$ cat src/rtl/clock_pkg.sv
// Shared definitions for the clock design: controller states, field limits and packed time.
package clock_pkg;

  localparam int unsigned FIELD_W = 6;

  typedef enum logic [3:0] {
    StIdle      = 4'b0000,
    StRun       = 4'b0001,
    StAlarmSet  = 4'b0010,
    StAlarmRing = 4'b0011,
    StTimeView  = 4'b0100,
    StTimeSet   = 4'b0101
  } ctrl_state_e;

  localparam logic [3:0] TIME_SET = 4'b0101;

  localparam logic [FIELD_W-1:0] HOUR_MAX = 6'd23;
  localparam logic [FIELD_W-1:0] MIN_MAX  = 6'd59;
  localparam logic [FIELD_W-1:0] SEC_MAX  = 6'd59;

  typedef struct packed {
    logic [FIELD_W-1:0] hour;
    logic [FIELD_W-1:0] min;
    logic [FIELD_W-1:0] sec;
  } clock_time_t;

  function automatic logic time_valid(clock_time_t t);
    return (t.hour <= HOUR_MAX) && (t.min <= MIN_MAX) && (t.sec <= SEC_MAX);
  endfunction

endpackage

$ cat src/rtl/tick_prescaler.sv
// Divides the system clock down to a one-second tick; holds its count while frozen.
module tick_prescaler #(
  parameter int unsigned CLK_HZ     = 50_000_000,
  parameter int unsigned PRESCALE_W = $clog2(CLK_HZ)
) (
  input  logic CLK,
  input  logic RESETN,
  input  logic freeze,
  input  logic clear,
  output logic tick
);

  logic [PRESCALE_W-1:0] cnt_q, cnt_d;

  assign tick = !freeze && (cnt_q == PRESCALE_W'(CLK_HZ - 1));

  // A valid load restarts the second even when frozen.
  always_comb begin
    cnt_d = cnt_q;
    if (clear) begin
      cnt_d = '0;
    end else if (tick) begin
      cnt_d = '0;
    end else if (!freeze) begin
      cnt_d = cnt_q + PRESCALE_W'(1);
    end
  end

  always_ff @(posedge CLK) begin
    if (!RESETN) begin
      cnt_q <= '0;
    end else begin
      cnt_q <= cnt_d;
    end
  end

endmodule

$ cat src/rtl/clock_counter.sv
// Time-of-day counter with validated time load; optional alarm compare under
// CLOCK_COUNTER_ALARM_EN.
module clock_counter
  import clock_pkg::*;
#(
  parameter int unsigned CLK_HZ     = 50_000_000,
  parameter int unsigned PRESCALE_W = $clog2(CLK_HZ)
) (
  input  logic        CLK,
  input  logic        RESETN,
  input  logic [3:0]  STATE,
  input  logic [17:0] TIME_SETDATA,
  input  logic        TIME_SET_FLAG,
  output logic [17:0] CLOCK_DATA,
  output logic        SEC_TICK,
  output logic        DAY_ROLL,
  output logic        LOAD_ERR
`ifdef CLOCK_COUNTER_ALARM_EN
  ,
  input  logic [17:0] ALARM_TIME,
  output logic        ALARM
`endif
);

  clock_time_t time_q, time_d, inc_time, load_time;
  logic        flag_prev_q;
  logic        tick, frozen, load_req, load_ok, wrap;
  logic        sec_tick_q, sec_tick_d, day_roll_q, day_roll_d, load_err_q, load_err_d;

  assign frozen    = (STATE == TIME_SET);
  assign load_time = clock_time_t'(TIME_SETDATA);
  assign load_req  = TIME_SET_FLAG && !flag_prev_q;
  assign load_ok   = load_req && time_valid(load_time);

  tick_prescaler #(
    .CLK_HZ     (CLK_HZ),
    .PRESCALE_W (PRESCALE_W)
  ) u_prescaler (
    .CLK    (CLK),
    .RESETN (RESETN),
    .freeze (frozen),
    .clear  (load_ok),
    .tick   (tick)
  );

  always_comb begin
    inc_time = time_q;
    wrap     = 1'b0;
    if (time_q.sec == SEC_MAX) begin
      inc_time.sec = '0;
      if (time_q.min == MIN_MAX) begin
        inc_time.min = '0;
        if (time_q.hour == HOUR_MAX) begin
          inc_time.hour = '0;
          wrap          = 1'b1;
        end else begin
          inc_time.hour = time_q.hour + 6'd1;
        end
      end else begin
        inc_time.min = time_q.min + 6'd1;
      end
    end else begin
      inc_time.sec = time_q.sec + 6'd1;
    end
  end

  // Any load request, accepted or not, suppresses a coincident tick.
  always_comb begin
    time_d     = time_q;
    sec_tick_d = 1'b0;
    day_roll_d = 1'b0;
    load_err_d = 1'b0;
    if (load_req) begin
      if (load_ok) begin
        time_d = load_time;
      end else begin
        load_err_d = 1'b1;
      end
    end else if (tick) begin
      time_d     = inc_time;
      sec_tick_d = 1'b1;
      day_roll_d = wrap;
    end
  end

  always_ff @(posedge CLK) begin
    if (!RESETN) begin
      time_q      <= '0;
      flag_prev_q <= 1'b0;
      sec_tick_q  <= 1'b0;
      day_roll_q  <= 1'b0;
      load_err_q  <= 1'b0;
    end else begin
      time_q      <= time_d;
      flag_prev_q <= TIME_SET_FLAG;
      sec_tick_q  <= sec_tick_d;
      day_roll_q  <= day_roll_d;
      load_err_q  <= load_err_d;
    end
  end

  assign CLOCK_DATA = time_q;
  assign SEC_TICK   = sec_tick_q;
  assign DAY_ROLL   = day_roll_q;
  assign LOAD_ERR   = load_err_q;

`ifdef CLOCK_COUNTER_ALARM_EN
  logic alarm_q, alarm_d;

  assign alarm_d = sec_tick_d && (inc_time == clock_time_t'(ALARM_TIME));

  always_ff @(posedge CLK) begin
    if (!RESETN) begin
      alarm_q <= 1'b0;
    end else begin
      alarm_q <= alarm_d;
    end
  end

  assign ALARM = alarm_q;
`endif

endmodule

$ cat config.mk
export PLATFORM = sky130hd
export DESIGN_NAME = clock_counter
export DESIGN_NICKNAME = d
export VERILOG_FILES = /design/src/rtl/clock_pkg.sv /design/src/rtl/tick_prescaler.sv /design/src/rtl/clock_counter.sv
export SDC_FILE = /design/constraint.sdc
export NUM_CORES = 1
export LEC_CHECK = 0
export BUFFER_PORTS_ARGS = -buffer_cell sky130_fd_sc_hd__clkbuf_2
export CAP_MARGIN = 20
export CORE_MARGIN = 1.5
export CORE_UTILIZATION = 56
export DETAILED_ROUTE_END_ITERATION = 8
export PLACE_DENSITY = 0.83
export SETUP_SLACK_MARGIN = 0.4
export SYNTH_ARGS = -nofsm -noshare
export SYNTH_HDL_FRONTEND = slang
export SYNTH_SLANG_ARGS = --single-unit
$ cat constraint.sdc
create_clock -name CLK -period 2.4 [get_ports CLK]
set_clock_uncertainty 0.2 [all_clocks]
set_input_delay 0.24 -clock CLK [delete_from_list [all_inputs] [get_ports CLK]]
set_output_delay 0.24 -clock CLK [all_outputs]
set_load 0.02 [all_outputs]
==> reports/metrics.cfg <==
[run_status]
status = completed

[yosys]
synth_area_leader_cell = dfxtp_1
syn_inst = 308
synth.distinct_cells = 59
ys_ff_latch = 48
synth_top_flop_cell = dfxtp_1
avgSynthCellArea_um2 = 8.48
yosysSeqAreaShare_pct = 36.8
async_flop_share_pct = 0
synth.area.top_cells = dfxtp_1 (37%), nor2_1 (5.7%), xor2_1 (5.7%)
synth_edf_count = 0
ys_top_cells_by_count = dfxtp_1 (48), nor2_1 (40), nand2_1 (33)
yosysMostFrequentCell = dfxtp_1
yosysWarnings = 0
syn_nets = 337
synth_top_area_share_pct = 36.8
syn_area_mm2 = 0.00261

[die]
die_h_um = 71.3
rows = 24
fp.coreArea_mm2 = 0.00441
dieArea_mm2 = 0.00508
die_x_um = 71.3
pin_count = 46
initial_core_util_pct = 59.2

[cts]
clock_sinks = 48
clk_path_buf_depth = 2
clk-insertion-delay-late_ps = 310
root_buffer = clkbuf_8
clkTransAtPathRegs_ps = 90
ctsHtreeMaxLevel = 2
cts_tree = built
cts_buffers = 5

[final_layout]
area_delta_synth_final_pct = 29.7
final_cells = 435
multiInputGateArea_mm2 = 0.00166
finalNetCount = 411
layout-drive-gt1-share_pct = 33.2
antenna_cells = 0
regArea_um2 = 981
fill_cells = 311

[grt]
grt_first_pass_wirelength_um = 10800
grt_max_degree = 26
grtUsageTotal_pct = 26.4
grt_pass1_vias = 2377
antenna_found_initial = 0
grt_overflow_total = 0

[worst_setup_path]
cpPeakStageDelay_ps = 540
crit_family = simple AND/OR/NAND/NOR gates
cpMaxStageDelayCell = or4_4
cp_common_cell = buf_4
reg2reg_from = u_prescaler.cnt_q[18]
cp_cell_sequence = or4_4 -> nor4_4 -> buf_4 -> a31o_4 -> buf_6 -> buf_4 -> a211oi_2
crit_arrival_ps = 2200
crit_type = reg -> reg
crit_buf_inv = 3
crit_path_max_fanout = 6
startpoint = u_prescaler.cnt_q[18]
critPathCaptureType = register
crit_path_start_kind = register
crit_required_ps = 2390

[detailed_routing]
drt_first_pass_iters = 4
wl_um = 7070
viasPerCell = 6.04
vias = 2626
wire_per_inst_um = 16.2
wl_met1_um = 2990
drc = 0
wl_met2_um = 3570
antenna_left = 0
wl_met3_um = 375
highest_layer = met4
drt_iter0_markers = 185

[timing]
hold_violations = 0
finalSetupViolCount = 0
rsz0062_at_grt = true
period_share_pct = 92.2
timing.final.crit_period_ps = 2210
tightest_slew_ps = 631
slew_violations = 0
relSlewSlack_pct = 57.3
fin_setup_tns_ps = 0
fmax_mhz = 452

[power_and_ir_drop]
total_leakage_power_nw = 1.33
p_per_area_mw_per_mm2 = 508
vdd_drop_max_uv = 411

[placement]
port_buffers = 45
hpwlAfterDp_um = 4460
dp.cells = 406
gp_congestion = 0.894

[worst_hold_path]
hp-class = in -> reg
min_from = TIME_SETDATA[10]

[run]
timing.max_cap.violations = 0

## where the power goes
part	switching [mW]	internal (mW)	leakage, nW	total, mW
sequential	0.0301	0.816	0.395	0.846
clock	0.277	0.368	0.0645	0.645
combinational	0.127	0.105	0.874	0.232
## worst reg2reg max path: cells and delay by family, from the launching register on
kind            cells  cell delay (ps)
simple gates        2              880
buf+inv             3              420
flops               1              350
compound gates      2              250
## through the flow
stage          area [um^2]  setup WS, ps  hold WS, ps  power (mW)  utilization [%]
2_1_floorplan         2620           348          162       0.989                -
3_3_place_gp          2930           215          260        1.05             66.3
3_5_place_dp          2930           161          283        1.06             66.3
4_1_cts               3170           305         62.4        1.70             71.9
5_1_grt               3390           121         83.7        1.79             76.8
6_report              3390           187         69.3        1.72             76.8
## logic make-up (layout without fill, tap and decap cells)
family,Yosys count,count (layout),share of synthesized area (%)
xor gates and xnor gates,26,26,8.72
adders and majority gates,4,4,1.92
AOI/OAI and AO/OA,56,56,15.7
muxes,2,2,0.766
and+or+nand+nor,156,156,32.4
buffers and inverters,16,91,3.78
DFF,48,48,36.8
## cell type report
class	count	share of cell area, %
sequential	48	28.9
multi-input combinational	244	49.1
clock buffer	7	2.84
clock inverter	1	0.886
inverter	6	0.664
timing repair buffer	77	15.7
tap	52	1.92
## state kept, by name, summed over array words and instances, names as in the netlist
name,flops
LOAD_ERR,1
DAY_ROLL,1
u_prescaler.cnt_q,26
flag_prev_q,1
SEC_TICK,1
CLOCK_DATA,18
## layer usage
| layer | vias up | track usage, % |
|---|---|---|
| li1 | 1278 | - |
| met1 | 1251 | 33.7 |
| met2 | 83 | 43.1 |
| met3 | 14 | 5.91 |
| met4 | 0 | 10.9 |
| met5 | - | 0 |
## final timing paths
path | slack [ps] | depth (start not counted) | end
hold reg to reg | 290 | 2 | u_prescaler.cnt_q[1]
setup / recovery | 190 | 7 | CLOCK_DATA[4]
hold / removal | 70 | 3 | CLOCK_DATA[10]
setup reg to reg | 190 | 7 | CLOCK_DATA[4]
## placed cells by master, fill, tap and decap left out, types with 3 or more instances in the layout
master      n
clkbuf_2   45
dfxtp_1    38
nor2_1     37
nand2_1    30
buf_4      24
nand3_1    17
xor2_1     17
nand4_1    16
a21oi_1    11
xnor2_1     9
nor3_1      8
dfxtp_2     7
o21ai_0     7
clkbuf_8    7
and3_1      5
inv_1       5
o31ai_1     5
o211ai_1    5
nor2_2      4
or3_1       4
buf_6       4
nor3_4      3
nand2b_1    3
a32o_1      3
a2bb2oi_1   3
ha_1        3
dfxtp_4     3
## repair_timing
item                                    4_1_cts  5_1_grt
buffers inserted                              6       11
resized for setup                            22       21
hold buffers                                  1        0
pin swaps                                     7        8
endpoints found under the setup margin       43       45
gates cloned                                  0        3
endpoints found under the hold margin         1        0
Power figures use the tool's default switching activity.
